$ cat src/rtl/ibram_arbiter_if.sv
// Requester-side and BRAM-side signal bundle for the two-port block RAM arbiter.
interface ibram_arbiter_if #(
  parameter int ADDR_WIDTH = 10,
  parameter int DATA_WIDTH = 32
);
  logic [1:0]              req_valid;
  logic [1:0]              req_write;
  logic [1:0]              req_last;
  logic [2*ADDR_WIDTH-1:0] req_addr;
  logic [2*DATA_WIDTH-1:0] req_wdata;
  logic [1:0]              req_ready;
  logic [1:0]              resp_valid;
  logic [DATA_WIDTH-1:0]   resp_rdata;
  logic                    bram_en;
  logic                    bram_we;
  logic [ADDR_WIDTH-1:0]   bram_addr;
  logic [DATA_WIDTH-1:0]   bram_wdata;
  logic [DATA_WIDTH-1:0]   bram_rdata;

  // Arbiter side
  modport slave (
    input  req_valid, req_write, req_last, req_addr, req_wdata, bram_rdata,
    output req_ready, resp_valid, resp_rdata,
    output bram_en, bram_we, bram_addr, bram_wdata
  );

  // Requesters plus BRAM side
  modport master (
    output req_valid, req_write, req_last, req_addr, req_wdata, bram_rdata,
    input  req_ready, resp_valid, resp_rdata,
    input  bram_en, bram_we, bram_addr, bram_wdata
  );
endinterface

$ cat src/rtl/ibram_arbiter.sv
// Two-requester arbiter for a single BRAM port: round-robin pointer in idle,
// bus lock while a burst (req_last=0) is in progress, one-cycle read response.
module ibram_arbiter #(
  parameter int ADDR_WIDTH = 10,
  parameter int DATA_WIDTH = 32
) (
  input logic          clk,
  input logic          resetn,
  ibram_arbiter_if.slave bus
);

  typedef enum logic [1:0] {IDLE, OWN0, OWN1} state_t;

  state_t     state;
  logic       ptr;
  logic [1:0] resp_q;
  logic [1:0] grant;
  logic       gnt_sel;
  logic       hs;

  // Grant selection from state, priority pointer and current valids
  always_comb begin
    grant = '0;
    if (resetn) begin
      unique case (state)
        IDLE: begin
          if (bus.req_valid == 2'b11) grant = ptr ? 2'b10 : 2'b01;
          else                        grant = bus.req_valid;
        end
        OWN0:    grant = {1'b0, bus.req_valid[0]};
        OWN1:    grant = {bus.req_valid[1], 1'b0};
        default: grant = '0;
      endcase
    end
  end

  assign gnt_sel = grant[1];
  assign hs      = |grant;

  // BRAM port driven straight from the granted requester, zero otherwise
  assign bus.req_ready  = grant;
  assign bus.bram_en    = hs;
  assign bus.bram_we    = hs & bus.req_write[gnt_sel];
  assign bus.bram_addr  = !hs    ? '0 :
                          gnt_sel ? bus.req_addr[ADDR_WIDTH +: ADDR_WIDTH]
                                  : bus.req_addr[0 +: ADDR_WIDTH];
  assign bus.bram_wdata = !hs    ? '0 :
                          gnt_sel ? bus.req_wdata[DATA_WIDTH +: DATA_WIDTH]
                                  : bus.req_wdata[0 +: DATA_WIDTH];

  // Gated by resetn so a read accepted just before reset never reports
  // during the reset cycle itself.
  assign bus.resp_valid = resp_q & {2{resetn}};
  assign bus.resp_rdata = bus.bram_rdata;

  // Lock/pointer state machine and registered read-response flags
  always_ff @(posedge clk) begin
    if (!resetn) begin
      state  <= IDLE;
      ptr    <= 1'b0;
      resp_q <= '0;
    end else begin
      resp_q <= grant & ~bus.req_write;
      if (hs) begin
        if (bus.req_last[gnt_sel]) begin
          state <= IDLE;
          ptr   <= ~gnt_sel;
        end else begin
          state <= gnt_sel ? OWN1 : OWN0;
        end
      end
    end
  end

endmodule

$ cat src/flat_wrapper.sv
// flat-port wrapper written by rule: the top's interface ports become plain ports
module ibram_arbiter_flat 
#(
  parameter int ADDR_WIDTH = 10,
  parameter int DATA_WIDTH = 32
)
  (clk, resetn, bus_req_valid, bus_req_write, bus_req_last, bus_req_addr, bus_req_wdata, bus_bram_rdata, bus_req_ready, bus_resp_valid, bus_resp_rdata, bus_bram_en, bus_bram_we, bus_bram_addr, bus_bram_wdata);
  ibram_arbiter_if #(.ADDR_WIDTH(ADDR_WIDTH), .DATA_WIDTH(DATA_WIDTH)) bus_i ();
  input logic clk;
  input logic resetn;
  input wire logic [$bits(bus_i.req_valid)-1:0] bus_req_valid;
  input wire logic [$bits(bus_i.req_write)-1:0] bus_req_write;
  input wire logic [$bits(bus_i.req_last)-1:0] bus_req_last;
  input wire logic [$bits(bus_i.req_addr)-1:0] bus_req_addr;
  input wire logic [$bits(bus_i.req_wdata)-1:0] bus_req_wdata;
  input wire logic [$bits(bus_i.bram_rdata)-1:0] bus_bram_rdata;
  output wire logic [$bits(bus_i.req_ready)-1:0] bus_req_ready;
  output wire logic [$bits(bus_i.resp_valid)-1:0] bus_resp_valid;
  output wire logic [$bits(bus_i.resp_rdata)-1:0] bus_resp_rdata;
  output wire logic [$bits(bus_i.bram_en)-1:0] bus_bram_en;
  output wire logic [$bits(bus_i.bram_we)-1:0] bus_bram_we;
  output wire logic [$bits(bus_i.bram_addr)-1:0] bus_bram_addr;
  output wire logic [$bits(bus_i.bram_wdata)-1:0] bus_bram_wdata;
  assign bus_i.req_valid = bus_req_valid;
  assign bus_i.req_write = bus_req_write;
  assign bus_i.req_last = bus_req_last;
  assign bus_i.req_addr = bus_req_addr;
  assign bus_i.req_wdata = bus_req_wdata;
  assign bus_i.bram_rdata = bus_bram_rdata;
  assign bus_req_ready = bus_i.req_ready;
  assign bus_resp_valid = bus_i.resp_valid;
  assign bus_resp_rdata = bus_i.resp_rdata;
  assign bus_bram_en = bus_i.bram_en;
  assign bus_bram_we = bus_i.bram_we;
  assign bus_bram_addr = bus_i.bram_addr;
  assign bus_bram_wdata = bus_i.bram_wdata;
  ibram_arbiter #(.ADDR_WIDTH(ADDR_WIDTH), .DATA_WIDTH(DATA_WIDTH)) u_core (.clk(clk), .resetn(resetn), .bus(bus_i));
endmodule
$ cat config.mk
export PLATFORM = sky130hd
export DESIGN_NAME = ibram_arbiter_flat
export DESIGN_NICKNAME = d
export VERILOG_FILES = /design/src/rtl/ibram_arbiter_if.sv /design/src/rtl/ibram_arbiter.sv /design/src/flat_wrapper.sv
export SDC_FILE = /design/constraint.sdc
export NUM_CORES = 1
export LEC_CHECK = 0
export CAP_MARGIN = 20
export CORE_AREA = 2 2 78 80
export CTS_BUF_LIST = sky130_fd_sc_hd__clkbuf_2 sky130_fd_sc_hd__clkbuf_4 sky130_fd_sc_hd__clkbuf_8
export CTS_CLUSTER_SIZE = 14
export DETAILED_ROUTE_END_ITERATION = 16
export DIE_AREA = 0 0 80 82
export PLACE_DENSITY = 0.75
export SYNTH_ARGS = -nofsm -noshare
export SYNTH_HDL_FRONTEND = slang
export SYNTH_SLANG_ARGS = --single-unit
$ cat constraint.sdc
create_clock -name clk -period 1.7 [get_ports clk]
set_input_delay 0.34 -clock clk [delete_from_list [all_inputs] [get_ports clk]]
set_output_delay 0.34 -clock clk [all_outputs]
set_load 0.02 [all_outputs]
# After elaboration in Yosys (flattened, before gate mapping)
# Index checks and enable logic that the tools add are counted.
dict set report word_totals {
  ff_bits 5
  in_bits 124
  output_inout_bits 80
  wordCells 29
}
dict set report classes {
  magnitude_cmp 1
  eq_ne 3
  muxes 14
  bitwise_logic 5
  reduce_logical 3
}
# op count
set op_table {}
lappend op_table {{$mux W32} 2}
lappend op_table {{$mux W10} 2}
lappend op_table {{$mux W2} 5}
lappend op_table {{$pmux W2 S3} 1}
lappend op_table {{$and A2 B2 Y2} 2}
lappend op_table {{$eq A2 B2 Y1 const B} 2}
lappend op_table {{$mux W1} 4}
lappend op_table {{$eq A2 B1 Y1 const B} 1}
lappend op_table {{$logic_not A2 Y1} 1}
lappend op_table {{$lt A1 B2 Y1 const B} 1}
lappend op_table {{$not A2 Y2} 1}
lappend op_table {{$reduce_and A2 Y1} 1}
lappend op_table {{$reduce_or A2 Y1} 1}
lappend op_table {{$and A1 B1 Y1} 1}
lappend op_table {{$not A1 Y1} 1}

# Depth between registers and ports, before layout
# Gate-level depths: netlist of run 1.
dict set report depth {
  depth_word 7
  depth_mapped 5
  depth_no_buf 3
}

# Worst setup path after synthesis of run 1
# Ideal clock, no wire load.
dict set report synth_timing {
  kind {register to output}
  startpoint {register u_core.state[0]}
  endpoint {output bus_bram_addr[0]}
  arrival_ns 1.189
  required_ns 1.360
  setup_slack_ns 0.171
  stages_incl_launch_ff 6
  path_buffers 2
  cell_sequence {dfxtp_1 -> nand3b_1 -> and3_4 -> buf_6 -> buf_6 -> a22o_1}
}
dict set report synth_between {
  elab_chain_len 5
  word_cells_on_any_way 8
  cone_classes {eq/ne (2); mux (4); reduce/logical (2)}
}
# element line
set synth_lines {}
lappend synth_lines {{from (decl)} ibram_arbiter.sv:14} ;# state_t state;
lappend synth_lines {{from (signal assigned)} ibram_arbiter.sv:69} ;# state <= gnt_sel ? OWN1 : OWN0;
lappend synth_lines {{$eq A2 B2 Y1, or another cell as far along} ibram_arbiter.sv:25} ;# unique case (state)
lappend synth_lines {{$pmux W2 S3 (*)} ibram_arbiter.sv:25}
lappend synth_lines {{$mux W2 (*)} ibram_arbiter.sv:24} ;# if (resetn) begin
lappend synth_lines {{$mux W10 / $reduce_or A2 Y1 (equally long branches)} {ibram_arbiter.sv:45, ibram_arbiter.sv:38}}
lappend synth_lines {{$mux W10 (*)} ibram_arbiter.sv:44} ;# assign bus.bram_addr = !hs ? '0 :
lappend synth_lines {{to (decl)} flat_wrapper.sv:22} ;# output wire logic [$bits(bus_i.bram_addr)-1:0] bus_bram_addr;
# Mark *: on every way between the ends. The rest lies on a longest branch, timed or not.

# Worst setup path in the final report of run 1
dict set report layout_timing {
  startpoint {register u_core.ptr}
  endpoint {output bus_bram_wdata[17]}
}
dict set report layout_between {
  elab_chain_len 6
  word_cells_on_any_way 7
  cone_classes {mux (6); reduce/logical (1)}
}
# element line
set layout_lines {}
lappend layout_lines {{from (decl)} ibram_arbiter.sv:15} ;# logic ptr;
lappend layout_lines {{from (signal assigned)} ibram_arbiter.sv:67} ;# ptr <= ~gnt_sel;
lappend layout_lines {{$mux W2 (*) (2 in series)} ibram_arbiter.sv:27} ;# if (bus.req_valid == 2'b11) grant = ptr ? 2'b10 : 2'b01;
lappend layout_lines {{$pmux W2 S3 (*)} ibram_arbiter.sv:25}
lappend layout_lines {{$mux W2 (*)} ibram_arbiter.sv:24}
lappend layout_lines {{$mux W32 / $reduce_or A2 Y1 (equally long branches)} {ibram_arbiter.sv:48, ibram_arbiter.sv:38}}
lappend layout_lines {{$mux W32 (*)} ibram_arbiter.sv:47} ;# assign bus.bram_wdata = !hs ? '0 :
lappend layout_lines {{to (decl)} flat_wrapper.sv:23} ;# output wire logic [$bits(bus_i.bram_wdata)-1:0] bus_bram_wdata;
# Marks and branches as above.

==> metrics.md, run 1 <==
| Metric | Value |
|---|---|
| WHS Path Cells | 1 |
| R2R Setup Slk | 0.37 ns |
| Io pins | 204 |
| Top cell type's share of synthesized area | 0.3981 |
| Int Power | 0.7774 mW |
| DR top layer | met4 |
| Syn_nets | between 200 and 250 |
| WL met3 | 594 um |
| Slew Viols, Final | 0 |
| Clock latency at the later pin of the worst-skew pair | approximately 0.23 ns |
| DRT met1 WL | 1709 um |
| Leading cell type in the layout, fill and taps excluded | clkdlybuf4s50_1 |
| Hold_sp | u_core.state[0]$_SDFFE_PN0P_ |
| Final worst path period need | 1.908 ns |
| Yosys reg bits | 5 |
| Worst slew margin | 0.8426 |
| Fin crit share | 1.122 |
| Share of cells above drive strength 1 | 0.3348 |
| Hold Buf Count CTS | 0 |
| Clock power frac | 0.212 |
| Final Hold Viols | 0 |
| TritonCTS clock tree | done |
| Worst IR Drop VDD | 0.0004141 V |
| Port buffer count | ~140 |
| Clock skew | roughly 0.0031 ns |
| Vias | roughly 1400 |
| Routed met2 length | 2629 um |
| First drt pass iteration count | 4 |
| Core Region | 0.005746 mm2 |
| Worst setup SP type | register |
| Starting Density | 0.1646 |
| PD cells | 456.7 mW/mm2 |
| Cell Area, Placed | 0.002202 mm2 |
| Worst-path clk slew | 0.03 ns |
| Synthesis Warnings | 0 |
| LEAKAGE | between 1 and 1.5 nW |
| Die footprint | 0.006560 mm2 |
| RSZ-0062 raised after global routing | yes |
| CP arrival | 1.57 ns |
| Setup tns final | -7.197 ns |
| Setup crit end kind | primary output |
| Top cells by area, synth | a22o_1 40%, buf_4 25%, dfxtp_1 11% |
| Setup slack after layout | -0.2076 ns |
| Seq pwr share | 0.117 |
| Final HPWL DP | 3667 um |
| Largest net degree at the start of global routing | 22 |
| Util after Layout | 0.4312 |
| Fmax | 524.2 MHz |
| Sequential fraction of the synthesis area | 0.1058 |
| Worst hold path type | register to register |
| DRT iter0 DRCs | 13 |
| CTS buffer count | 3 |
| First-pass GRT wire length | 6637 um |
| Clock Path Buffers | 2 |
| Row count | 28 |
| Overflow after GRT | 0 |
| Sink Count | 5 |
| Chip width | 80 um |
| Final wirelength | approximately 5000 um |
| Finished Cell Area | 0.002477 mm2 |
| Global placement routability congestion | 0.7025 |
| Commonest cells after routing, fill and taps aside | 88 x clkdlybuf4s50_1, 43 x a22o_1, 41 x buf_6 |
| Initial antenna violation count | 0 |
| Number of global-route vias before repair | ~1300 |
| Dpl cells | 290 |
| R2R depth | 6 |
| Mapped Cells | 110 |
| Synth Cell Area | 945.9 um2 |
| Drc violations | 0 |
| Hold Path End | u_core.state[0]$_SDFFE_PN0P_ |
| Worst Max-Slew Pin Slew | 0.2337 ns |
| Layout Nets | 355 |
| Final setup vio count | 45 |
| Worst R2R Start | u_core.ptr$_SDFFE_PN0P_ |
| Final Instance Count excl. Fillers | 305 |
| Layout fillers | approximately 560 |
| H-tree levels | 1 |
| Die Span Y | a little over 80 um |
| Outcome | finished, violations left |
| CP max FO | 6 |
| Worst flop-to-flop path endpoint | u_core.ptr$_SDFFE_PN0P_ |
| Final hold slack | between 0.5 and 0.6 ns |
| Switching power | roughly 0.35 mW |
| Max-cap viol count | 0 |
| Yosys top cell by area | a22o_1 |
| Syn-to-layout area delta | 161.9% |
| Clock Root Buffer | clkbuf_8 |
| Gate power share | 0.671 |
| Failing checks | setup timing |
| Drt via density | 4.430 |
| WP data required | 1.36 ns |
| Post-synthesis cell type count | 18 |
| All-Layer GR Usage | 0.1318 |
| ANT cells | 0 |
| Antenna Violating Nets Remaining | 0 |
| WS Path Type | register to primary output |
| WL per Instance | 16.39 um |
| Mapped Avg Cell Area | 8.599 um2 |
| Switching share of power | 0.3129 |
layout make-up:
class	count	area [um2]	share of cell area
Inverter	3	11.26	0.004545
Sequential cell	5	102.6	0.04141
Timing Repair Buffer	158	1705	0.6884
Tap cell	75	93.84	0.03788
Clock buffer	4	48.80	0.01970
Multi-Input combinational cell	60	515.5	0.2081
state kept, by name, indices dropped and copies added (netlist names):
name,flops
u_core.resp_q,2
u_core.state,2
u_core.ptr,1
cell usage after synthesis, drive strengths merged:
cell type and number:
o311a 1, inv 3, a21oi 1, o21ai 1, or2 1, and3 1
a31oi 1, nand2 1, buf 42, nor2b 4, a32o 1, a22o 43
nand3b 2, and2 2, o21a 1, dfxtp 5
routing by layer:
metal  vias to the layer above  global-route usage
met5                         -                   0
met4                         0             0.04915
met3                         7             0.03956
met2                        90              0.2600
met1                       627              0.1283
li1                        627                   -
worst max-delay path: stages (launching register included):
cell and delay [ns]:
dfxtp_2 0.31, o311a_4 0.40, buf_6 0.15, buf_12 0.12, a22o_1 0.21, buf_6 0.13
power groups by stage:
stage	Combinational, mW	Clock, mW	Sequential (mW)
after floorplan	0.377	0	0.131
after global placement	0.667	0	0.132
after detailed placement	0.672	0	0.132
after CTS	0.746	0.246	0.133
after global routing	0.802	0.260	0.133
final	0.759	0.240	0.132
worst max path at each step:
stage,from,slack [ns],cells past startpoint,to
after global routing,u_core.ptr$_SDFFE_PN0P_,-0.25,5,bus_bram_wdata[17]
after detailed placement,bus_req_valid[1],-0.83,6,bus_bram_wdata[17]
after global placement,bus_req_valid[0],-0.84,6,bus_bram_wdata[17]
final,u_core.ptr$_SDFFE_PN0P_,-0.21,5,bus_bram_wdata[17]
after floorplan,u_core.state[0]$_SDFFE_PN0P_,0.17,5,bus_bram_addr[0]
after CTS,u_core.ptr$_SDFFE_PN0P_,-0.23,5,bus_bram_wdata[2]
kinds of logic (layout without fill, tap and decap cells):
logic type / after synthesis / in the layout / synth area share
AO/OA/AOI/OAI: 49 / 49 / 0.4444
buffers and inverters: 45 / 165 / 0.3717
flip-flops: 5 / 5 / 0.1058
AND/OR/NAND/NOR: 11 / 11 / 0.07803
through the flow:
step / worst slack [ns] / power [mW]
2_1_floorplan: 0.1714 / 0.5082
4_1_cts: -0.2273 / 1.124
6_report: -0.2076 / 1.131
3_3_place_gp: -0.8384 / 0.7989
5_1_grt: -0.2502 / 1.194
3_5_place_dp: -0.8331 / 0.8043
timing repair:
item	in CTS	in global routing
setup endpoints to repair	48	46
resized for setup	279	6
setup buffers	6	1
cloned	3	2
pin swaps	9	14
(Power assumes the default switching activity.)
==> inputs of run 2 (changes only) <==
Settings changed: ABC_AREA set to 1, CORE_AREA 2 2 78 80 to 2 2 80 82, DIE_AREA 0 0 80 82 to 0 0 82 84.
==> metrics.md, run 2 <==
| Metric | Value |
|---|---|
| Antenna Violating Nets Remaining | 0 |
| Final setup vio count | 43 |
| Sequential fraction of the synthesis area | 0.08753 |
| Top cells by area, synth | nand2_1 39%, buf_4 21%, nand2_2 11% |
| Hold Buf Count CTS | 0 |
| Leading cell type in the layout, fill and taps excluded | clkdlybuf4s50_1 |
| Worst IR Drop VDD | 0.0006376 V |
| LEAKAGE | approximately 1.4 nW |
| Failing checks | setup timing |
| DRT iter0 DRCs | 23 |
| All-Layer GR Usage | 0.1253 |
| Cell Area, Placed | between 0.002 and 0.0025 mm2 |
| PD cells | 423.9 mW/mm2 |
| Fin crit share | 1.029 |
| WS Path Type | register to primary output |
| Setup slack after layout | -0.04887 ns |
| CP max FO | 7 |
| Post-synthesis cell type count | 15 |
| Worst Max-Slew Pin Slew | 0.2214 ns |
| Worst hold path type | primary input to register |
| Share of cells above drive strength 1 | 0.4405 |
| Largest net degree at the start of global routing | 24 |
| Final worst path period need | 1.749 ns |
| Async set-or-reset flop fraction in the synthesized netlist | 0 |
| Initial antenna violation count | 0 |
| Number of global-route vias before repair | approximately 1600 |
| Slew Viols, Final | 0 |
| Syn-to-layout area delta | 153.3% |
| Largest regs | u_core.resp_q: 2 flops, u_core.state: 2 flops, u_core.ptr: 1 flops |
| Drt via density | 4.063 |
| Worst slew margin | 0.8519 |
| TritonCTS clock tree | done |
| H-tree levels | 1 |
| WL per Instance | 12.90 um |
| Overflow after GRT | 0 |
| Final HPWL DP | 3475 um |
| Io pins | 204 |
| Die footprint | between 0.006 and 0.007 mm2 |
| Port buffer count | about 140 |
| First-pass GRT wire length | roughly 6900 um |
| Vias | 1678 |
| Post-synth EDFFs | 0 |
| Global placement routability congestion | between 0.7 and 0.8 |
| CTS buffer count | 3 |
| Clock skew | approximately 0.0048 ns |
| Starting Density | 0.1876 |
| Most common flop cell mapped by yosys | dfxtp_1 |
| Core Region | 0.006096 mm2 |
| Final hold slack | 0.3890 ns |
| Most common cell in the netlist | nand2_1 |
| Mapped Cells | 209 |
| Setup crit end kind | primary output |
| Max-cap viol count | 0 |
| Syn_nets | 333 |
| Synthesis Warnings | 0 |
| ANT cells | 0 |
| Synth Cell Area | ~0.0011 mm2 |
| Yosys reg bits | 5 |
| WP data required | 1.36 ns |
| Worst-path clk slew | 0.04 ns |
| RSZ-0062 raised after global routing | yes |
| First drt pass iteration count | 4 |
| Top cell type's share of synthesized area | 0.3939 |
| Finished Cell Area | 0.002897 mm2 |
| Worst setup SP type | register |
| Fmax | between 500 and 600 MHz |
| CP arrival | roughly 1.4 ns |
| Drc violations | 0 |
| Row count | 29 |
| Clock Path Buffers | 2 |
| Die Span Y | 84 um |
| Yosys top cell by area | nand2_1 |
| Clock Root Buffer | clkbuf_8 |
| Mapped Avg Cell Area | 5.472 um2 |
| Commonest cells after routing, fill and taps aside | 90 x clkdlybuf4s50_1, 81 x nand2_1, 55 x nand2_2 |
| Clock latency at the later pin of the worst-skew pair | 0.23 ns |
| Final wirelength | ~5300 um |
| Commonest cells post-synth | 120 x nand2_1, 32 x buf_4, 21 x nand2_2 |
| Layout Nets | 461 |
| Chip width | 82 um |
| Final Hold Viols | 0 |
| Outcome | finished, violations left |
| Power Total | between 1 and 1.5 mW |
| Sink Count | 5 |
run 2: changes by cell type after synthesis, sizes merged, moves of 2 or more:
cell / before / now
buf: 42 / 40
a22o: 43 / 0
nand3b: 2 / 0
and2: 2 / 0
nand3: 0 / 3
nor2b: 4 / 0
inv: 3 / 10
nand2: 1 / 141
nor2: 0 / 8
run 2: kinds of logic after synthesis:
kind of cell | count (synthesis) | synth area share
AO/OA/AOI/OAI | 1 | 0.004372
AND/OR/NAND/NOR | 153 | 0.5646
flip-flops | 5 | 0.08753
buffers and inverters | 50 | 0.3435
run 2: report_power, final:
group | leakage [nW] | internal (mW) | switching [mW]
Clock | 0.0262 | 0.178 | 0.0661
Sequential | 0.0418 | 0.126 | 0.00476
Combinational | 1.34 | 0.495 | 0.359
Total | 1.41 | 0.798 | 0.430
run 2: cell type report:
class                   count  area [um2]
clock buffers               4       48.80
well taps                  77       96.34
fillers                   607        3199
repair buffers            163        1805
inverters                  10       52.55
flip-flops and latches      5       102.6
multi-input cells         154       790.8
run 2: repair_timing:
action / in CTS / in global routing
endpoints found under the hold margin: 0 / 0
cloned: 3 / 6
pin swaps: 4 / 10
buffers inserted: 6 / 3
resized for setup: 288 / 53
endpoints found under the setup margin: 48 / 46
run 2: path summary, 6_finish.rpt:
kind | start | endpoint | slack [ns] | cells after the start
setup reg to reg | u_core.state[1]$_SDFFE_PN0P_ | u_core.state[1]$_SDFFE_PN0P_ | 0.56 | 8
setup / recovery | u_core.state[1]$_SDFFE_PN0P_ | bus_bram_wdata[29] | -0.05 | 9
hold reg to reg | u_core.ptr$_SDFFE_PN0P_ | u_core.ptr$_SDFFE_PN0P_ | 0.48 | 2
hold / removal | resetn | u_core.state[1]$_SDFFE_PN0P_ | 0.39 | 3
run 2: worst max-delay path: stages (launching register included):
cell,delay [ns]
dfxtp_2,0.33
buf_6,0.12
nor2_4,0.07
nand2_2,0.08
nand2_4,0.11
inv_8,0.06
clkbuf_16,0.15
nand2_1,0.06
nand2_1,0.07
buf_6,0.13
run 2: metrics by stage:
step | TNS [ns] | cells | setup slack [ns] | utilization
global placement | -37.46 | 392 | -0.8379 | 0.3914
detailed placement | -38.99 | 392 | -0.8661 | 0.3914
finish | -1.187 | 413 | -0.04887 | 0.4752
floorplan | 0 | 209 | 0.2379 | -
global route | -4.667 | 413 | -0.1247 | 0.4752
CTS | -3.468 | 405 | -0.1291 | 0.4343
run 2: per-layer routing:
layer | vias up | share of wire | GRT usage
met2 | 99 | 0.51 | 0.2328
met5 | - | 0 | 0
met4 | 0 | 0.033 | 0.05152
met3 | 22 | 0.099 | 0.04329
li1 | 841 | - | -
met1 | 716 | 0.36 | 0.1215
